===== config.mk =====
export PLATFORM = sky130hd
export DESIGN_NAME = id_ex_operand_stage
export DESIGN_NICKNAME = d
export VERILOG_FILES = /design/src/rtl/id_ex_operand_stage.sv
export SDC_FILE = /design/constraint.sdc
export NUM_CORES = 1
export LEC_CHECK = 0
export BUFFER_PORTS_ARGS = -buffer_cell sky130_fd_sc_hd__buf_2
export CORE_MARGIN = 2
export CORE_UTILIZATION = 40
export CTS_CLUSTER_DIAMETER = 50
export DETAILED_ROUTE_END_ITERATION = 16
export PLACE_DENSITY = 0.7
export SLEW_MARGIN = 40
export SYNTH_ARGS = -nofsm -noshare
export SYNTH_HDL_FRONTEND = slang
export SYNTH_SLANG_ARGS = --single-unit

===== constraint.sdc =====
create_clock -name Clk -period 2 [get_ports Clk]
set_input_delay 0.1 -clock Clk [delete_from_list [all_inputs] [get_ports Clk]]
set_output_delay 0.1 -clock Clk [all_outputs]
set_load 0.01 [all_outputs]

===== src/rtl/id_ex_operand_stage.sv =====
// ID/EX operand stage: latches register-file reads and decode fields, bypasses the
// write-back port into the capture, forwards EX/MEM and MEM/WB, and detects load-use.
module id_ex_operand_stage #(
   parameter int DATA_W = 32,
   parameter int AW     = 5,
   parameter int CTRL_W = 8
) (
   input  logic              Clk,
   input  logic              rst,
   input  logic              stall,
   input  logic              flush,
   input  logic              id_valid,
   input  logic [AW-1:0]     id_rs,
   input  logic [AW-1:0]     id_rt,
   input  logic [AW-1:0]     id_rd,
   input  logic [DATA_W-1:0] busX,
   input  logic [DATA_W-1:0] busY,
   input  logic [DATA_W-1:0] id_imm,
   input  logic [CTRL_W-1:0] id_ctrl,
   input  logic              id_regwrite,
   input  logic              id_memread,
   input  logic              exm_valid,
   input  logic              exm_regwrite,
   input  logic [AW-1:0]     exm_rd,
   input  logic [DATA_W-1:0] exm_result,
   input  logic              wb_regwrite,
   input  logic [AW-1:0]     wb_rd,
   input  logic [DATA_W-1:0] wb_data,
   output logic              ex_valid,
   output logic [AW-1:0]     ex_rs,
   output logic [AW-1:0]     ex_rt,
   output logic [AW-1:0]     ex_rd,
   output logic [DATA_W-1:0] ex_opA,
   output logic [DATA_W-1:0] ex_opB,
   output logic [DATA_W-1:0] ex_imm,
   output logic [CTRL_W-1:0] ex_ctrl,
   output logic              ex_regwrite,
   output logic              ex_memread,
   output logic              load_use_stall
);

   logic              r_valid;
   logic [AW-1:0]     r_rs, r_rt, r_rd;
   logic [DATA_W-1:0] r_rs_val, r_rt_val, r_imm;
   logic [CTRL_W-1:0] r_ctrl;
   logic              r_regwrite, r_memread;

   logic              w_wbhit_id_rs, w_wbhit_id_rt;
   logic              w_wbhit_ex_rs, w_wbhit_ex_rt;
   logic              w_exmhit_ex_rs, w_exmhit_ex_rt;
   logic [DATA_W-1:0] w_cap_rs, w_cap_rt;
   logic              w_lus;

   function automatic logic f_hit(input logic we, input logic [AW-1:0] wr,
                                  input logic [AW-1:0] r);
      return we & (wr != '0) & (wr == r);
   endfunction

   assign w_wbhit_id_rs  = f_hit(wb_regwrite, wb_rd, id_rs);
   assign w_wbhit_id_rt  = f_hit(wb_regwrite, wb_rd, id_rt);
   assign w_wbhit_ex_rs  = f_hit(wb_regwrite, wb_rd, r_rs);
   assign w_wbhit_ex_rt  = f_hit(wb_regwrite, wb_rd, r_rt);
   assign w_exmhit_ex_rs = f_hit(exm_valid & exm_regwrite, exm_rd, r_rs);
   assign w_exmhit_ex_rt = f_hit(exm_valid & exm_regwrite, exm_rd, r_rt);

   // The register file does not bypass its own write port, so the same-cycle
   // write is folded in here before the value is latched.
   assign w_cap_rs = (id_rs == '0) ? '0 : (w_wbhit_id_rs ? wb_data : busX);
   assign w_cap_rt = (id_rt == '0) ? '0 : (w_wbhit_id_rt ? wb_data : busY);

   assign w_lus = r_valid & r_memread & (r_rd != '0) & id_valid &
                  ((r_rd == id_rs) | (r_rd == id_rt));

   always_ff @(posedge Clk or negedge rst) begin
      if (!rst) begin
         r_valid    <= 1'b0;
         r_rs       <= '0;
         r_rt       <= '0;
         r_rd       <= '0;
         r_rs_val   <= '0;
         r_rt_val   <= '0;
         r_imm      <= '0;
         r_ctrl     <= '0;
         r_regwrite <= 1'b0;
         r_memread  <= 1'b0;
      end else if (flush) begin
         r_valid    <= 1'b0;
         r_regwrite <= 1'b0;
         r_memread  <= 1'b0;
      end else if (stall) begin
         // A value forwarded earlier may commit while we wait; latch it now.
         if (w_wbhit_ex_rs) r_rs_val <= wb_data;
         if (w_wbhit_ex_rt) r_rt_val <= wb_data;
      end else if (w_lus) begin
         r_valid    <= 1'b0;
         r_regwrite <= 1'b0;
         r_memread  <= 1'b0;
      end else begin
         r_valid    <= id_valid;
         r_rs       <= id_rs;
         r_rt       <= id_rt;
         r_rd       <= id_rd;
         r_rs_val   <= w_cap_rs;
         r_rt_val   <= w_cap_rt;
         r_imm      <= id_imm;
         r_ctrl     <= id_ctrl;
         r_regwrite <= id_regwrite;
         r_memread  <= id_memread;
      end
   end

   // EX/MEM is the younger producer, so it wins over WB.
   assign ex_opA = w_exmhit_ex_rs ? exm_result : (w_wbhit_ex_rs ? wb_data : r_rs_val);
   assign ex_opB = w_exmhit_ex_rt ? exm_result : (w_wbhit_ex_rt ? wb_data : r_rt_val);

   assign ex_valid       = r_valid;
   assign ex_rs          = r_rs;
   assign ex_rt          = r_rt;
   assign ex_rd          = r_rd;
   assign ex_imm         = r_imm;
   assign ex_ctrl        = r_ctrl;
   assign ex_regwrite    = r_valid & r_regwrite;
   assign ex_memread     = r_valid & r_memread;
   assign load_use_stall = w_lus;

endmodule

==> results of run 1 <==
[cell usage in the layout, fill, tap and decap left out, types with 47 or more instances in the layout]
cell	instances
a21boi_0	64
a221o_1	64
buf_2	309
buf_4	47
dfrtp_1	120
dlygate4sd3_1	49
mux2_1	60
mux2_2	57
nand2_1	52
nand4_1	66
[cells in the mapped netlist, drive strengths merged]
cell type and instances:
and3 2, o31ai 65, o22a 1, a221o 64
mux2 119, xor2 10, inv 2, or3 1
nor3 4, and2 4, o211a 1, nand3 6
o311a 1, o211ai 1, or4 4, a21oi 5
nor4 2, o22ai 1, xnor2 30, nand2 71
dfrtp 122, buf 28, nor2b 3, a21boi 64
o21ai 7, clkbuf 68, a31oi 64, nor2 66
nand4 66
[metal layers]
| layer | part of all wire | global-route usage | wire length, um | up-vias |
|---|---|---|---|---|
| li1 | - | - | - | 4291 |
| met1 | 0.36 | 0.397 | 15000 | 4965 |
| met2 | 0.46 | 0.529 | 19200 | 819 |
| met3 | 0.11 | 0.0765 | 4350 | 240 |
| met4 | 0.067 | 0.180 | 2780 | 2 |
| met5 | 0.00031 | 0 | 13 | - |
[sequential cells by signal, indices dropped and copies added, names as in the netlist]
register / count
ex_imm: 32
r_rs_val: 32
r_rt_val: 32
ex_ctrl: 8
ex_rd: 5
ex_rs: 5
ex_rt: 5
ex_valid: 1
r_memread: 1
r_regwrite: 1
[kinds of logic (layout without fill, tap and decap cells)]
logic type	Yosys count	count (layout)	share of synthesized area
AOI/OAI and AO/OA	274	274	0.254
and+or+nand+nor	229	229	0.131
DFF	122	122	0.363
muxes	119	119	0.159
buffers and inverters	98	540	0.0515
xor gates and xnor gates	40	40	0.0417
other	0	2	0
[repair_timing]
action,in CTS,in global routing
buffers inserted,19,19
gates cloned,15,13
hold endpoints to repair,172,0
hold buffers,49,0
pin swaps,73,45
setup endpoints to repair,184,184
gates resized for setup,103,195
[stage by stage]
step / hold slack (ns) / power [uW] / area [um2]
finish: 0.0248 / 11000 / 14500
global route: 0.0131 / 11300 / 14500
CTS: 0.00338 / 10300 / 13200
detailed placement: 0.146 / 6340 / 11000
global placement: 0.146 / 6270 / 11000
floorplan: -0.196 / 4810 / 8510
[final cells by class]
type,count,share of cell area
Clock inverter,14,0.0151
Multi-Input combinational cell,662,0.431
Antenna cell,2,0.000346
Timing Repair Buffer,506,0.288
Inverter,2,0.000865
Clock buffer,18,0.0304
Tap cell,275,0.0238
Sequential cell,122,0.211
[report_power, final]
part / internal [uW] / total, uW / switching [uW] / leakage (uW)
Sequential: 2880 / 3210 / 336 / 0.00143
Combinational: 1980 / 4250 / 2270 / 0.00417
Clock: 2250 / 3500 / 1250 / 0.000305
Total: 7110 / 11000 / 3860 / 0.00591
[critical path, cell delays in order (launching register included)]
cell and delay (ns):
dfrtp_1 0.43, buf_4 0.17, xor2_1 0.16, nor3_1 0.15, nand4_1 0.12, buf_6 0.17, buf_8 0.14, buf_12 0.16
a31oi_1 0.19, buf_2 0.17
[path summary, 6_finish.rpt]
check                      slack [ns]  depth (start not counted)      endpoint  startpoint
setup reg to reg                -0.21                          8  r_rs_val[11]    ex_rd[3]
hold / removal                   0.02                          3  r_rs_val[16]    busX[16]
hold reg to reg                  0.50                          1    ex_ctrl[4]  ex_ctrl[4]
max in group asynchronous        1.38                          3      ex_rd[1]         rst
min in group asynchronous        0.23                          3  r_rs_val[15]         rst
setup / recovery                -0.38                          9    ex_opA[20]    ex_rs[0]
==> flow_metrics.env, run 1 <==
export IMPL_outcome="complete, but fails checks"
export IMPL_violations="negative setup slack"
export IMPL_row_count=53
export IMPL_drive_above_1_share=0.549
export IMPL_setup_viol=180
export IMPL_synth_cells=882
export IMPL_cts_reportedPaths_clkPinSlew_ns=0.07
export IMPL_period_needed_ns=2.38
export IMPL_maxSlewHeadroom=0.603
export IMPL_cts_root_buf="clkbuf_16"
export IMPL_crit_path_end_kind="output port"
export IMPL_cp_start_kind="flip-flop"
export IMPL_syn_nets=1085
export IMPL_period_share=1.19
export IMPL_fill_cells=1464
export IMPL_dr_pass1_iters=6
export IMPL_synth_cell_types=36
export IMPL_yosysTopAreaCell="dfrtp_1"
export IMPL_synthToLayoutAreaGrowth_pct=71.9
export IMPL_io_buffers=325
export IMPL_worstSkewPairLatency_ns=0.42
export IMPL_dp_cells=1461
export IMPL_first_iter_violations=1065
export IMPL_fin_cells=1601
export IMPL_wl_um=41300
export IMPL_vias_per_cell=6.44
export IMPL_grt_overflow=0
export IMPL_vias=10300
export IMPL_place_hpwl_um=23100
export IMPL_cp_arrival_ns=2.28
export IMPL_ios=326
export IMPL_tritoncts="built"
export IMPL_max_freq_mhz=420
export IMPL_remaining_drc_errors=0
export IMPL_multi_input_area_mm2=0.00622
export IMPL_ys_warn_count=0
export IMPL_setup_tns_final_ns=-31.74
export IMPL_cts_made_buffers=17
export IMPL_first_global_vias=9837
export IMPL_regArea_mm2=0.00306
export IMPL_cp_data_required_time_ns=1.90
export IMPL_peakVddDrop_mv=0.716
export IMPL_die_x_um=149
export IMPL_clk_path_buf_depth=2
export IMPL_ys_top_cells_by_area="dfrtp_1 (36%), mux2_1 (8.0%), mux2_2 (7.9%), a221o_1 (7.6%), a21boi_0 (5.7%)"
export IMPL_clock_sinks=122
export IMPL_coreArea_mm2=0.0208
export IMPL_finalWorstSetupSlack_ns=-0.383
export IMPL_cp_max_fo=16
export IMPL_final_util=0.694
export IMPL_hold_class="in2reg"
export IMPL_cts_htree_levels=4
export IMPL_grt_max_degree=68
export IMPL_worstMarginPinSlew_ns=0.595
export IMPL_dp_worst_setup_slack_ns=-0.156
export IMPL_die_h_um=149
export IMPL_antenna_found_initial=3
export IMPL_clock_skew_ns=0.0144
export IMPL_avgSynthCellArea_um2=9.53
export IMPL_wire_per_inst_um=25.8
export IMPL_drv_cap=0
export IMPL_final_net_count=1514
export IMPL_leakage_uw=0.00591
export IMPL_powerDensity_mw_per_mm2=759
export IMPL_crit_type="reg2out"
export IMPL_grt_setup_unrepaired="yes"
export IMPL_netlist_area_leader_share=0.363
export IMPL_ys_seq_area_frac=0.363
export IMPL_gp_congestion=0.853
export IMPL_netlist_area_mm2=0.00841
export IMPL_ant_nets=0
export IMPL_grtUsageTotal=0.325
export IMPL_hold_viol_final=0
export IMPL_synth_seq_cells=122
export IMPL_start_util=0.404
export IMPL_drv_slew=0
export IMPL_dieArea_mm2=0.0222
export IMPL_grt_pass1_wl_um=55600
No activity file was read; power rests on OpenSTA's default activity.
==> run 2, diff against run 1 <==
--- a/config.mk
+++ b/config.mk
@@ -10,6 +10,7 @@
 export CORE_UTILIZATION = 40
 export CTS_CLUSTER_DIAMETER = 50
 export DETAILED_ROUTE_END_ITERATION = 16
+export MAX_ROUTING_LAYER = met4
 export PLACE_DENSITY = 0.7
 export SLEW_MARGIN = 40
 export SYNTH_ARGS = -nofsm -noshare
==> constraint.sdc (replaced) <==
create_clock -name Clk -period 2 [get_ports Clk]
set_input_delay 0.1 -clock Clk [delete_from_list [all_inputs] [get_ports Clk]]
set_output_delay 0.1 -clock Clk [all_outputs]
set_load 0.1 [all_outputs]
==> run 2 against run 1 <==
  * The flow still finishes with violations (negative setup slack)
  * Combinational power up 110%
  * Global-route usage up 4.1 points
  * Non-clock buffer count up 42
==> flow_metrics.env, run 2 (synthesized netlist as in run 1, its figures left out) <==
export IMPL_outcome="complete, but fails checks"
export IMPL_violations="negative setup slack"
export IMPL_grt_setup_unrepaired="yes"
export IMPL_first_global_vias=10600
export IMPL_final_net_count=1556
export IMPL_grtUsageTotal=0.366
export IMPL_finalWorstSetupSlack_ns=-0.512
export IMPL_drv_slew=0
export IMPL_ios=326
export IMPL_io_buffers=325
export IMPL_leakage_uw=0.00674
export IMPL_dp_worst_setup_slack_ns=-0.320
export IMPL_crit_top_cell="buf_12"
export IMPL_period_share=1.26
export IMPL_worstReg2RegStart="ex_rd[1]"
export IMPL_drive_above_1_share=0.622
export IMPL_setup_viol=184
export IMPL_slowest_delay_ns=0.51
export IMPL_final_area_mm2=0.0164
export IMPL_first_iter_violations=935
export IMPL_row_count=53
export IMPL_die_h_um=149
export IMPL_cts_root_buf="clkbuf_16"
export IMPL_worstHoldPathCells=2
export IMPL_final_util=0.786
export IMPL_crit_type="reg2out"
export IMPL_clock_skew_ns=0.0117
export IMPL_drv_cap=0
export IMPL_crit_path_cell_trace="buf_6 -> xor2_1 -> nor3_1 -> nand4_1 -> buf_12 -> buf_12 -> nor2_1 -> a31oi_4 -> buf_12"
export IMPL_comb_power_share=0.575
export IMPL_synthToLayoutAreaGrowth_pct=94.6
export IMPL_maxSlewHeadroom=0.437
export IMPL_vias=10500
export IMPL_cp_slowest_cell="dfrtp_4"
export IMPL_powerDensity_mw_per_mm2=945
export IMPL_worst_path_stages=9
export IMPL_hold_class="in2reg"
export IMPL_clock_sinks=122
export IMPL_dr_pass1_iters=8
export IMPL_antenna_found_initial=2
export IMPL_place_hpwl_um=24400
export IMPL_max_freq_mhz=398
export IMPL_grt_pass1_wl_um=60800
export IMPL_worstSkewPairLatency_ns=0.43
export IMPL_wire_per_inst_um=26.2
export IMPL_clk_path_buf_depth=2
export IMPL_cp_arrival_ns=2.41
export IMPL_cp_start_kind="flip-flop"
export IMPL_cp_top_family="buffers and inverters"
export IMPL_cts_htree_levels=4
export IMPL_rr_endpoint="r_rs_val[12]"
export IMPL_dieArea_mm2=0.0222
export IMPL_worstMarginPinSlew_ns=0.845
export IMPL_period_needed_ns=2.51
export IMPL_r2r_setup_slack_ns=-0.30
export IMPL_p_sw_uw=7320
export IMPL_endpoint="ex_opA[16]"
export IMPL_mostFrequentLayoutCells="buf_2 (259), dfrtp_1 (106), buf_12 (100)"
export IMPL_grt_max_degree=65
export IMPL_clock_power_share=0.216
export IMPL_r2r_cells=10
export IMPL_wl_um=43000
export IMPL_crit_path_end_kind="output port"
export IMPL_gp_congestion=0.842
export IMPL_remaining_drc_errors=0
export IMPL_cts_made_buffers=17
export IMPL_grt_overflow=0
export IMPL_peakVddDrop_mv=0.773
export IMPL_hold_viol_final=0
export IMPL_coreArea_mm2=0.0208
export IMPL_vias_per_cell=6.38
export IMPL_worstPathBufferInverterCount=4
export IMPL_p_sw_frac=0.473
export IMPL_cp_data_required_time_ns=1.90
export IMPL_intPower_uw=8150
export IMPL_start_util=0.404
export IMPL_p_seq_frac=0.208
export IMPL_cp_max_fo=20
export IMPL_total_power_uw=15500
export IMPL_placed_cell_area_mm2=0.0132
export IMPL_mostFrequentLayoutCell="buf_2"
export IMPL_startpoint="ex_rs[3]"
export IMPL_whs_ns=0.00725
export IMPL_tritoncts="built"
export IMPL_ant_nets=0
export IMPL_die_x_um=149
export IMPL_cts_reportedPaths_clkPinSlew_ns=0.06
run 2: through the flow:
step	cells	setup TNS, ns
after global placement	1496	-17.77
after global routing	1643	-68.97
after CTS	1628	-59.51
final	1644	-58.44
after floorplan	882	-46.70
after detailed placement	1496	-24.36
run 2: routing by layer:
| metal | vias to the layer above | share of wire | global-route usage | wire length, um |
|---|---|---|---|---|
| li1 | 4396 | - | - | - |
| met3 | 150 | 0.088 | 0.0777 | 3780 |
| met2 | 760 | 0.50 | 0.602 | 21400 |
| met5 | - | 0 | - | 0 |
| met4 | 0 | 0.046 | 0.152 | 1960 |
| met1 | 5181 | 0.37 | 0.437 | 15800 |
run 2: worst min-delay path by stage:
stage,start,end,slack [ns]
3_3_place_gp,rst,r_rs_val[9],0.08
3_5_place_dp,rst,r_rs_val[9],0.08
6_report,id_rs[2],ex_rs[2],0.007
2_1_floorplan,rst,ex_ctrl[0],-0.20
5_1_grt,id_rs[2],ex_rs[2],0.01
4_1_cts,id_rs[2],ex_rs[2],0.006
run 2: power by group through the flow:
stage | combinational [uW] | sequential (uW) | clock [uW]
after floorplan | 4090 | 4390 | 0
after global placement | 8040 | 3150 | 0
after detailed placement | 8130 | 3170 | 0
after CTS | 8520 | 3160 | 3330
after global routing | 9120 | 3250 | 3470
final | 8900 | 3220 | 3350
run 2: area by class of cell:
| class | count | area [um2] |
|---|---|---|
| antenna | 3 | 7.51 |
| tap | 275 | 344 |
| clock buffer | 18 | 439 |
| sequential | 122 | 3110 |
| fill | 1216 | 4460 |
| clock inverter | 14 | 185 |
| multi-input combinational | 662 | 6820 |
| timing repair buffer | 548 | 5450 |
| inverter | 2 | 10.0 |
run 2: what timing repair did:
item	4_1_cts	5_1_grt
hold buffers	47	0
cloned	20	11
pin swaps	70	89
endpoints found under the hold margin	91	0
setup buffers	33	12
endpoints found under the setup margin	184	187
gates resized for setup	125	162
